File: config.mk
export PLATFORM = sky130hd
export DESIGN_NAME = morse_message_sequencer
export DESIGN_NICKNAME = d
export VERILOG_FILES = /design/src/rtl/morse_message_sequencer.sv
export SDC_FILE = /design/constraint.sdc
export NUM_CORES = 1
export LEC_CHECK = 0
export CAP_MARGIN = 20
export CORE_ASPECT_RATIO = 1.75
export CORE_UTILIZATION = 40
export CTS_CLUSTER_SIZE = 25
export DETAILED_ROUTE_END_ITERATION = 7
export PLACE_DENSITY_LB_ADDON = 0.1
export SYNTH_ARGS = -nofsm -noshare
export SYNTH_HDL_FRONTEND = slang
export SYNTH_SLANG_ARGS = --single-unit
File: constraint.sdc
create_clock -name CLK -period 2.7 [get_ports CLK]
set_input_delay 0.54 -clock CLK [delete_from_list [all_inputs] [get_ports CLK]]
set_output_delay 0.54 -clock CLK [all_outputs]
set_load 0.02 [all_outputs]
File: src/rtl/morse_message_sequencer.sv
// Morse letter sequencer: queues codes A-H and plays them with unit timing,
// driving a mark/space line and a one-hot element-position LED bus.
module morse_message_sequencer #(
    parameter int TICK_DIV = 4,
    parameter int DEPTH    = 4
) (
    input  logic                    CLK,
    input  logic                    RST,
    input  logic                    push,
    input  logic [2:0]              letter,
    output logic                    ready,
    input  logic                    abort,
    output logic                    mark,
    output logic [3:0]              LEDR,
    output logic                    busy,
    output logic                    letter_done,
    output logic [$clog2(DEPTH):0]  count
);
    localparam int AW = $clog2(DEPTH);
    localparam int CW = AW + 1;
    localparam int PW = (TICK_DIV > 1) ? $clog2(TICK_DIV) : 1;

    typedef enum logic [2:0] {S_IDLE, S_LOAD, S_MARK, S_SPACE, S_GAP} state_t;

    state_t          state, state_nxt;
    logic [2:0]      mem [DEPTH];
    logic [AW-1:0]   wr_ptr, rd_ptr;
    logic [PW-1:0]   presc;
    logic [1:0]      units, units_last;
    logic [1:0]      elem, elem_nxt;
    logic [1:0]      last_elem;
    logic [3:0]      dash_mask;
    logic            tick, expire, push_ok, pop;
    logic            mark_d, busy_d, done_d;
    logic [3:0]      ledr_d;

    // {index of last element, dash mask with bit i = element i}
    function automatic logic [5:0] pattern(input logic [2:0] code);
        case (code)
            3'd0:    pattern = {2'd1, 4'b0010};  // A .-
            3'd1:    pattern = {2'd3, 4'b0001};  // B -...
            3'd2:    pattern = {2'd3, 4'b0101};  // C -.-.
            3'd3:    pattern = {2'd2, 4'b0001};  // D -..
            3'd4:    pattern = {2'd0, 4'b0000};  // E .
            3'd5:    pattern = {2'd3, 4'b0100};  // F ..-.
            3'd6:    pattern = {2'd2, 4'b0011};  // G --.
            default: pattern = {2'd3, 4'b0000};  // H ....
        endcase
    endfunction

    // LOAD frees the head slot in the same cycle, so a full queue may still accept there
    assign ready   = (count < CW'(DEPTH)) || (state == S_LOAD);
    assign push_ok = push && ready && !abort;
    assign pop     = (state == S_LOAD) && !abort;

    assign tick       = (presc == PW'(TICK_DIV - 1));
    assign units_last = ((state == S_GAP) || ((state == S_MARK) && dash_mask[elem])) ? 2'd2 : 2'd0;
    assign expire     = tick && (units == units_last);

    always_ff @(posedge CLK or posedge RST) begin
        if (RST) state <= S_IDLE;
        else     state <= state_nxt;
    end

    always_comb begin
        state_nxt = state;
        elem_nxt  = elem;
        if (abort) begin
            state_nxt = S_IDLE;
        end else begin
            case (state)
                S_IDLE:  if (count != '0) state_nxt = S_LOAD;
                S_LOAD: begin
                    state_nxt = S_MARK;
                    elem_nxt  = 2'd0;
                end
                S_MARK:  if (expire) state_nxt = (elem == last_elem) ? S_GAP : S_SPACE;
                S_SPACE: if (expire) begin
                    state_nxt = S_MARK;
                    elem_nxt  = elem + 2'd1;
                end
                S_GAP:   if (expire) state_nxt = (count != '0) ? S_LOAD : S_IDLE;
                default: state_nxt = S_IDLE;
            endcase
        end
    end

    // Outputs are decoded from the next state so they are registered on state entry
    always_comb begin
        mark_d = (state_nxt == S_MARK);
        ledr_d = mark_d ? (4'b1000 >> elem_nxt) : 4'b0000;
        busy_d = (state_nxt != S_IDLE);
        done_d = (state == S_GAP) && expire && !abort;
    end

    always_ff @(posedge CLK or posedge RST) begin
        if (RST) begin
            mark        <= 1'b0;
            LEDR        <= 4'b0000;
            busy        <= 1'b0;
            letter_done <= 1'b0;
            elem        <= 2'd0;
            presc       <= '0;
            units       <= 2'd0;
            count       <= '0;
            wr_ptr      <= '0;
            rd_ptr      <= '0;
        end else begin
            mark        <= mark_d;
            LEDR        <= ledr_d;
            busy        <= busy_d;
            letter_done <= done_d;
            elem        <= elem_nxt;
            if (abort || (state_nxt != state)) begin
                presc <= '0;
                units <= 2'd0;
            end else if (tick) begin
                presc <= '0;
                units <= units + 2'd1;
            end else begin
                presc <= presc + PW'(1);
            end
            if (abort) begin
                count  <= '0;
                wr_ptr <= '0;
                rd_ptr <= '0;
            end else begin
                count <= count + CW'(push_ok) - CW'(pop);
                if (push_ok) wr_ptr <= wr_ptr + AW'(1);
                if (pop)     rd_ptr <= rd_ptr + AW'(1);
            end
        end
    end

    // Queue storage and latched letter pattern carry no reset
    always_ff @(posedge CLK) begin
        if (push_ok) mem[wr_ptr] <= letter;
        if (pop)     {last_elem, dash_mask} <= pattern(mem[rd_ptr]);
    end

endmodule

# Word-level counts from Yosys, hierarchy flattened
# Memory sizes are Yosys's and may differ from the RTL's.
# Cells that the tools add are included.
[classes]
n_addsub = 7
magnitude_cmp = 2
eq_ne = 15
shifts = 1
mux = 27
n_reduce_logical = 18
[ops]
columns = ["cell", "count"]
rows = [
  ["case mux 6 bit (7 select lines)", 1],
  ["2-to-1 mux 2 bit", 11],
  ["2-to-1 mux 3 bit", 7],
  ["== test 3 x 2 -> 1 bit (second input constant)", 5],
  ["case mux 3 bit (5 select lines)", 1],
  ["== test 3 bit (second input constant)", 4],
  ["adder 2 x 1 -> 2 bit (second input constant)", 5],
  ["logical AND 1 bit", 7],
  ["== test 3 x 1 -> 1 bit (second input constant)", 2],
  ["logical NOT 3 bit", 2],
  ["nonzero test 2 bit", 3],
  ["nonzero test 3 bit", 2],
  ["== test 2 bit", 2],
  ["2-to-1 mux 1 bit", 4],
  ["2-to-1 mux 4 bit", 1],
  ["case mux 2 bit (2 select lines)", 1],
  [">> shifter 4 x 2 -> 4 bit (first input constant)", 1],
  ["adder 3 x 1 -> 3 bit", 1],
  ["logical OR 1 bit", 3],
  ["< comparator 2 x 3 -> 1 bit (second input constant)", 1],
  ["< comparator 3 bit (second input constant)", 1],
  ["inequality test 3 bit", 1],
  ["subtractor 3 x 1 -> 3 bit", 1],
  ["binary-select mux 1 bit (select 2 bit)", 1],
  ["other kinds (2)", 2],
]
[totals]
regBits = 29
ramBits = 12
out_inout_bits = 11
mem_count = 1
[memory_table]
columns = ["name", "depth", "word_bits", "rd", "rd_clocked_by_memory_dff", "wr", "line", "rtl"]
rows = [
  ["mem", 4, 3, 1, 0, 1, "26", "logic [2:0] mem [DEPTH];"],
]

# Longest topological paths before layout
[depth]
word_depth = 13
depth_mapped = 13

# Worst setup path before layout
# OpenSTA, ideal clock, no wires.
[synth_path]
path_kind = "register to register"
start = "reg state[1]"
end = "reg count[2]"
setup_time_ps = 132
arrival_ps = 2491
t_required_ps = 2568
slack_ps = 77
stages_incl_launch_ff = 14
period_less_slack_ps = 2623
path_cell_list = "dfrtp_1 > nor2_1 > nand2_1 > nand2_1 > nand2_1 > nor2_1 > inv_1 > ha_1 > inv_1 > ha_1 > fa_1 > xnor2_1 > xnor2_1 > nor2_1"
[synth_via]
elab_chain_len = 7
word_cells_on_any_way = 8
classes_between = "add/sub (2); eq/ne (1); mux (1); reduce/logical (4)"
[synth_lines]
columns = ["item", "line", "rtl"]
rows = [
  ["from (decl)", "25", "state_t state, state_nxt;"],
  ["from (signal assigned)", "62", "else state <= state_nxt;"],
  ["== test 3 x 1 -> 1 bit", "52", "assign ready = (count < CW'(DEPTH)) || (state == S_LOAD);"],
  ["logical OR 1 bit", "52", ""],
  ["via ready", "11", "output logic ready,"],
  ["logical AND 1 bit (2 in a row)", "53", "assign push_ok = push && ready && !abort;"],
  ["adder 3 x 1 -> 3 bit", "128", "count <= count + CW'(push_ok) - CW'(pop);"],
  ["subtractor 3 x 1 -> 3 bit", "128", ""],
  ["2-to-1 mux 3 bit", "123", "if (abort) begin"],
  ["to (signal assigned)", "128", ""],
  ["to (decl)", "17", "output logic [$clog2(DEPTH):0] count"],
]
# The timed path passes the listed nets, and every way through them passes these cells.
# A chain may end at the register's enable or synchronous reset.

# Worst setup path in the final report
[layout_path]
start = "reg state[2]"
end = "reg count[2]"
[layout_via]
elab_chain_len = 7
word_cells_on_any_way = 8
classes_between = "add/sub (2); eq/ne (1); mux (1); reduce/logical (4)"
[layout_lines]
columns = ["item", "line"]
rows = [
  ["== test 3 x 1 -> 1 bit (*)", "52, 54"],
  ["logical OR 1 bit", "52"],
  ["logical AND 1 bit (2 in a row)", "53"],
  ["adder 3 x 1 -> 3 bit", "128"],
  ["subtractor 3 x 1 -> 3 bit (*)", "128"],
  ["2-to-1 mux 3 bit (*)", "123"],
]
# Every way passes the cells marked *; elsewhere a longest branch is shown, timed or not.

==> impl_metrics.env <==
export IMPL_outcome="finished clean"
export IMPL_postCtsHoldBufs=0
export IMPL_synth_common_cells="23 x dfrtp_1, 17 x edfxtp_1, 16 x nand2_1, 12 x nor2_1, 10 x inv_1"
export IMPL_place_area_mm2=0.00233
export IMPL_p_per_area_mw_per_mm2=817
export IMPL_avgRoutedWirePerCell_um=14.9
export IMPL_grt_pass1_wl_um=6630
export IMPL_hp_class="in -> async"
export IMPL_synth_fa_ha_area_frac=0.0536
export IMPL_yosys_register_bits=40
export IMPL_rsz0062_at_grt="no"
export IMPL_drv_slew=0
export IMPL_start_util=0.423
export IMPL_cts_max_path_buffers=2
export IMPL_nFillCells=423
export IMPL_die_w_um=55.5
export IMPL_post_route_period_util=0.910
export IMPL_synth_cell_types=45
export IMPL_worst_pin_slew_ns=0.441
export IMPL_r2r_slack_ns=0.24
export IMPL_ys_top_cells_by_area="dfrtp_1 29%, edfxtp_1 25%, ha_1 4.4%"
export IMPL_startpoint_type="flip-flop"
export IMPL_antenna_found_initial=0
export IMPL_seqCellArea_mm2=0.00109
export IMPL_synthArstFlopShare=0.575
export IMPL_path_buf_inv=2
export IMPL_cp_top_family="adder cells"
export IMPL_insertion_delay_ns=0.29
export IMPL_overflow=0
export IMPL_synth_top_area_cell="dfrtp_1"
export IMPL_core_mm2=0.00475
export IMPL_synthMuxAreaShare=0.0443
export IMPL_dp_hpwl_um=3030
export IMPL_grt_pass1_vias=1463
export IMPL_die_h_um=95.7
export IMPL_clkSinkCount=40
export IMPL_vias_per_cell=5.37
export IMPL_ys_warn_count=0
export IMPL_crit_chain="nor2_1 > nand2_1 > nand2_1 > nand2_1 > nor2_1 > inv_1 > ha_1 > inv_1 > ha_1 > fa_1 > xnor2_1 > xnor2_1 > nor2_1"
export IMPL_relSlewSlack=0.706
export IMPL_cp_slowest_cell="dfrtp_1"
export IMPL_cts_tree="yes"
export IMPL_cp_data_arrival_time_ns=2.64
export IMPL_power_leakage_nw=1.01
export IMPL_cp_required_ns=2.88
export IMPL_root_buffer="clkbuf_8"
export IMPL_yosys_area_top_type_share=0.287
export IMPL_finalSetupTns_ns=0
export IMPL_drcViolationCount=0
export IMPL_syn_nets=189
export IMPL_max_freq_mhz=407
export IMPL_cts_resized=0
export IMPL_synthFlopType="dfrtp_1"
export IMPL_ant_nets=0
export IMPL_ir_worst_vdd_mv=0.616
export IMPL_portBuffers=17
export IMPL_crit_fanout=3
export IMPL_grt_max_degree=21
export IMPL_synth_compound_area_frac=0.0973
export IMPL_yosysSeqAreaShare=0.541
export IMPL_htree_levels=2
export IMPL_fin_worst_skew_ns=0.00607
export IMPL_vias=1395
export IMPL_holdWs_ns=0.428
export IMPL_multi_input_area_um2=863
export IMPL_synthCells=174
export IMPL_synth_xor_area_frac=0.0349
export IMPL_synth_area_mm2=0.00201
export IMPL_synth_edf_count=17
export IMPL_yosys_area_share_simple=0.200
export IMPL_drv_cap=0
export IMPL_cpPeakStageDelay_ns=0.39
export IMPL_track_usage=0.165
export IMPL_clkSlewWorstSetupHoldPaths_ns=0.08
export IMPL_place_congestion=0.834
export IMPL_crit_type="reg -> reg"
export IMPL_syn_avg_cell_area_um2=11.5
export IMPL_dieArea_mm2=0.00532
export IMPL_min_period_ns=2.46
export IMPL_cts_buffers=5
export IMPL_post_cts_setup_buffer_count=0
export IMPL_n_antenna_cell=0
export IMPL_finalWirelength_um=3890
export IMPL_synth_most_common_cell="dfrtp_1"
export IMPL_setup_violations=0
export IMPL_num_rows=33
export IMPL_synth_top_family_by_area="simple AND/OR/NAND/NOR gates"
export IMPL_drtPass1Iterations=5
export IMPL_fin_nets=222
export IMPL_io_pins=18
export IMPL_end_kind="flip-flop"
export IMPL_final_cell_area_mm2=0.00244
export IMPL_finalHoldViolations=0
export IMPL_drive_gt1_frac=0.159
export IMPL_fin_ws_ns=0.244
export IMPL_area_growth_pct=21.5
export IMPL_drtIter0Drc=49
export IMPL_preCtsSetupSlack_ns=0.00256
## cell families (layout without fill, tap and decap cells)
family                   Yosys count  count (layout)
AO/OA/AOI/OAI                     28              28
multiplexers                       5               5
XOR/XNOR                           8               8
AND/OR/NAND/NOR                   70              70
buffers and inverters             15              49
adder cells (fa/ha/maj)            8               8
flip-flops                        40              40
## final timing paths
path                            depth (start not counted)         to      from
min in group CLK                                        1   presc[0]  presc[0]
worst max register to register                         13   count[2]  state[2]
worst min-delay path                                    2   count[0]       RST
worst min register to register                          1   presc[0]  presc[0]
worst max-delay path                                   13   count[2]  state[2]
max in group asynchronous                               3  wr_ptr[0]       RST
## final cells by class
cell class / instances / share of cell area
flip-flops and latches: 40 / 0.445
clock inverters: 3 / 0.0174
inverters: 10 / 0.0154
well taps: 52 / 0.0267
repair buffers: 31 / 0.113
multi-input cells: 119 / 0.354
clock buffers: 5 / 0.0282
## state kept, by name (all words and copies together), names as in the netlist
name,cells
mem,12
LEDR,4
count,3
dash_mask,3
state,3
elem,2
last_elem,2
presc,2
rd_ptr,2
units,2
wr_ptr,2
busy,1
letter_done,1
mark,1
## through the flow
| stage | instances | total power, W | utilization |
|---|---|---|---|
| floorplan | 174 | 0.00128 | - |
| global placement | 252 | 0.00151 | 0.490 |
| detailed placement | 252 | 0.00152 | 0.490 |
| CTS | 260 | 0.00201 | 0.514 |
| global route | 260 | 0.00211 | 0.514 |
| finish | 260 | 0.00199 | 0.514 |
## cells in the final DEF (no fill, tap or decap), types with 2 or more instances in the layout
cell type,netlist,final
nor4_1,2,2
clkbuf_8,0,5
a211oi_1,2,2
inv_1,10,10
edfxtp_1,17,17
xor2_1,2,2
or2_2,2,2
clkdlybuf4s50_1,0,17
ha_1,7,7
o21ai_0,2,2
dfrtp_1,23,23
o211ai_1,2,2
or3_1,3,3
buf_4,0,14
nand2_1,16,16
a21oi_1,8,8
mux4_2,3,3
a21o_1,5,5
nand3_1,2,2
nor3_1,3,3
nor2_1,12,12
nor4b_1,2,2
nor2b_1,6,6
a21boi_0,2,2
nand2b_1,4,4
nor3b_1,2,2
and2_1,8,8
xnor2_1,6,6
## layer usage
metal	track usage	up-vias	wire length (um)
met5	0	-	0
met2	0.344	21	2330
met1	0.148	692	1400
li1	-	677	-
met3	0.0282	5	72
met4	0.0771	0	76
## where the power goes
group | total, W | switching (W) | internal, W
clock network | 0.000486 | 0.000213 | 0.000273
logic | 0.000686 | 0.000355 | 0.000331
registers | 0.000822 | 0.0000864 | 0.000735
(Power assumes the default switching activity.)
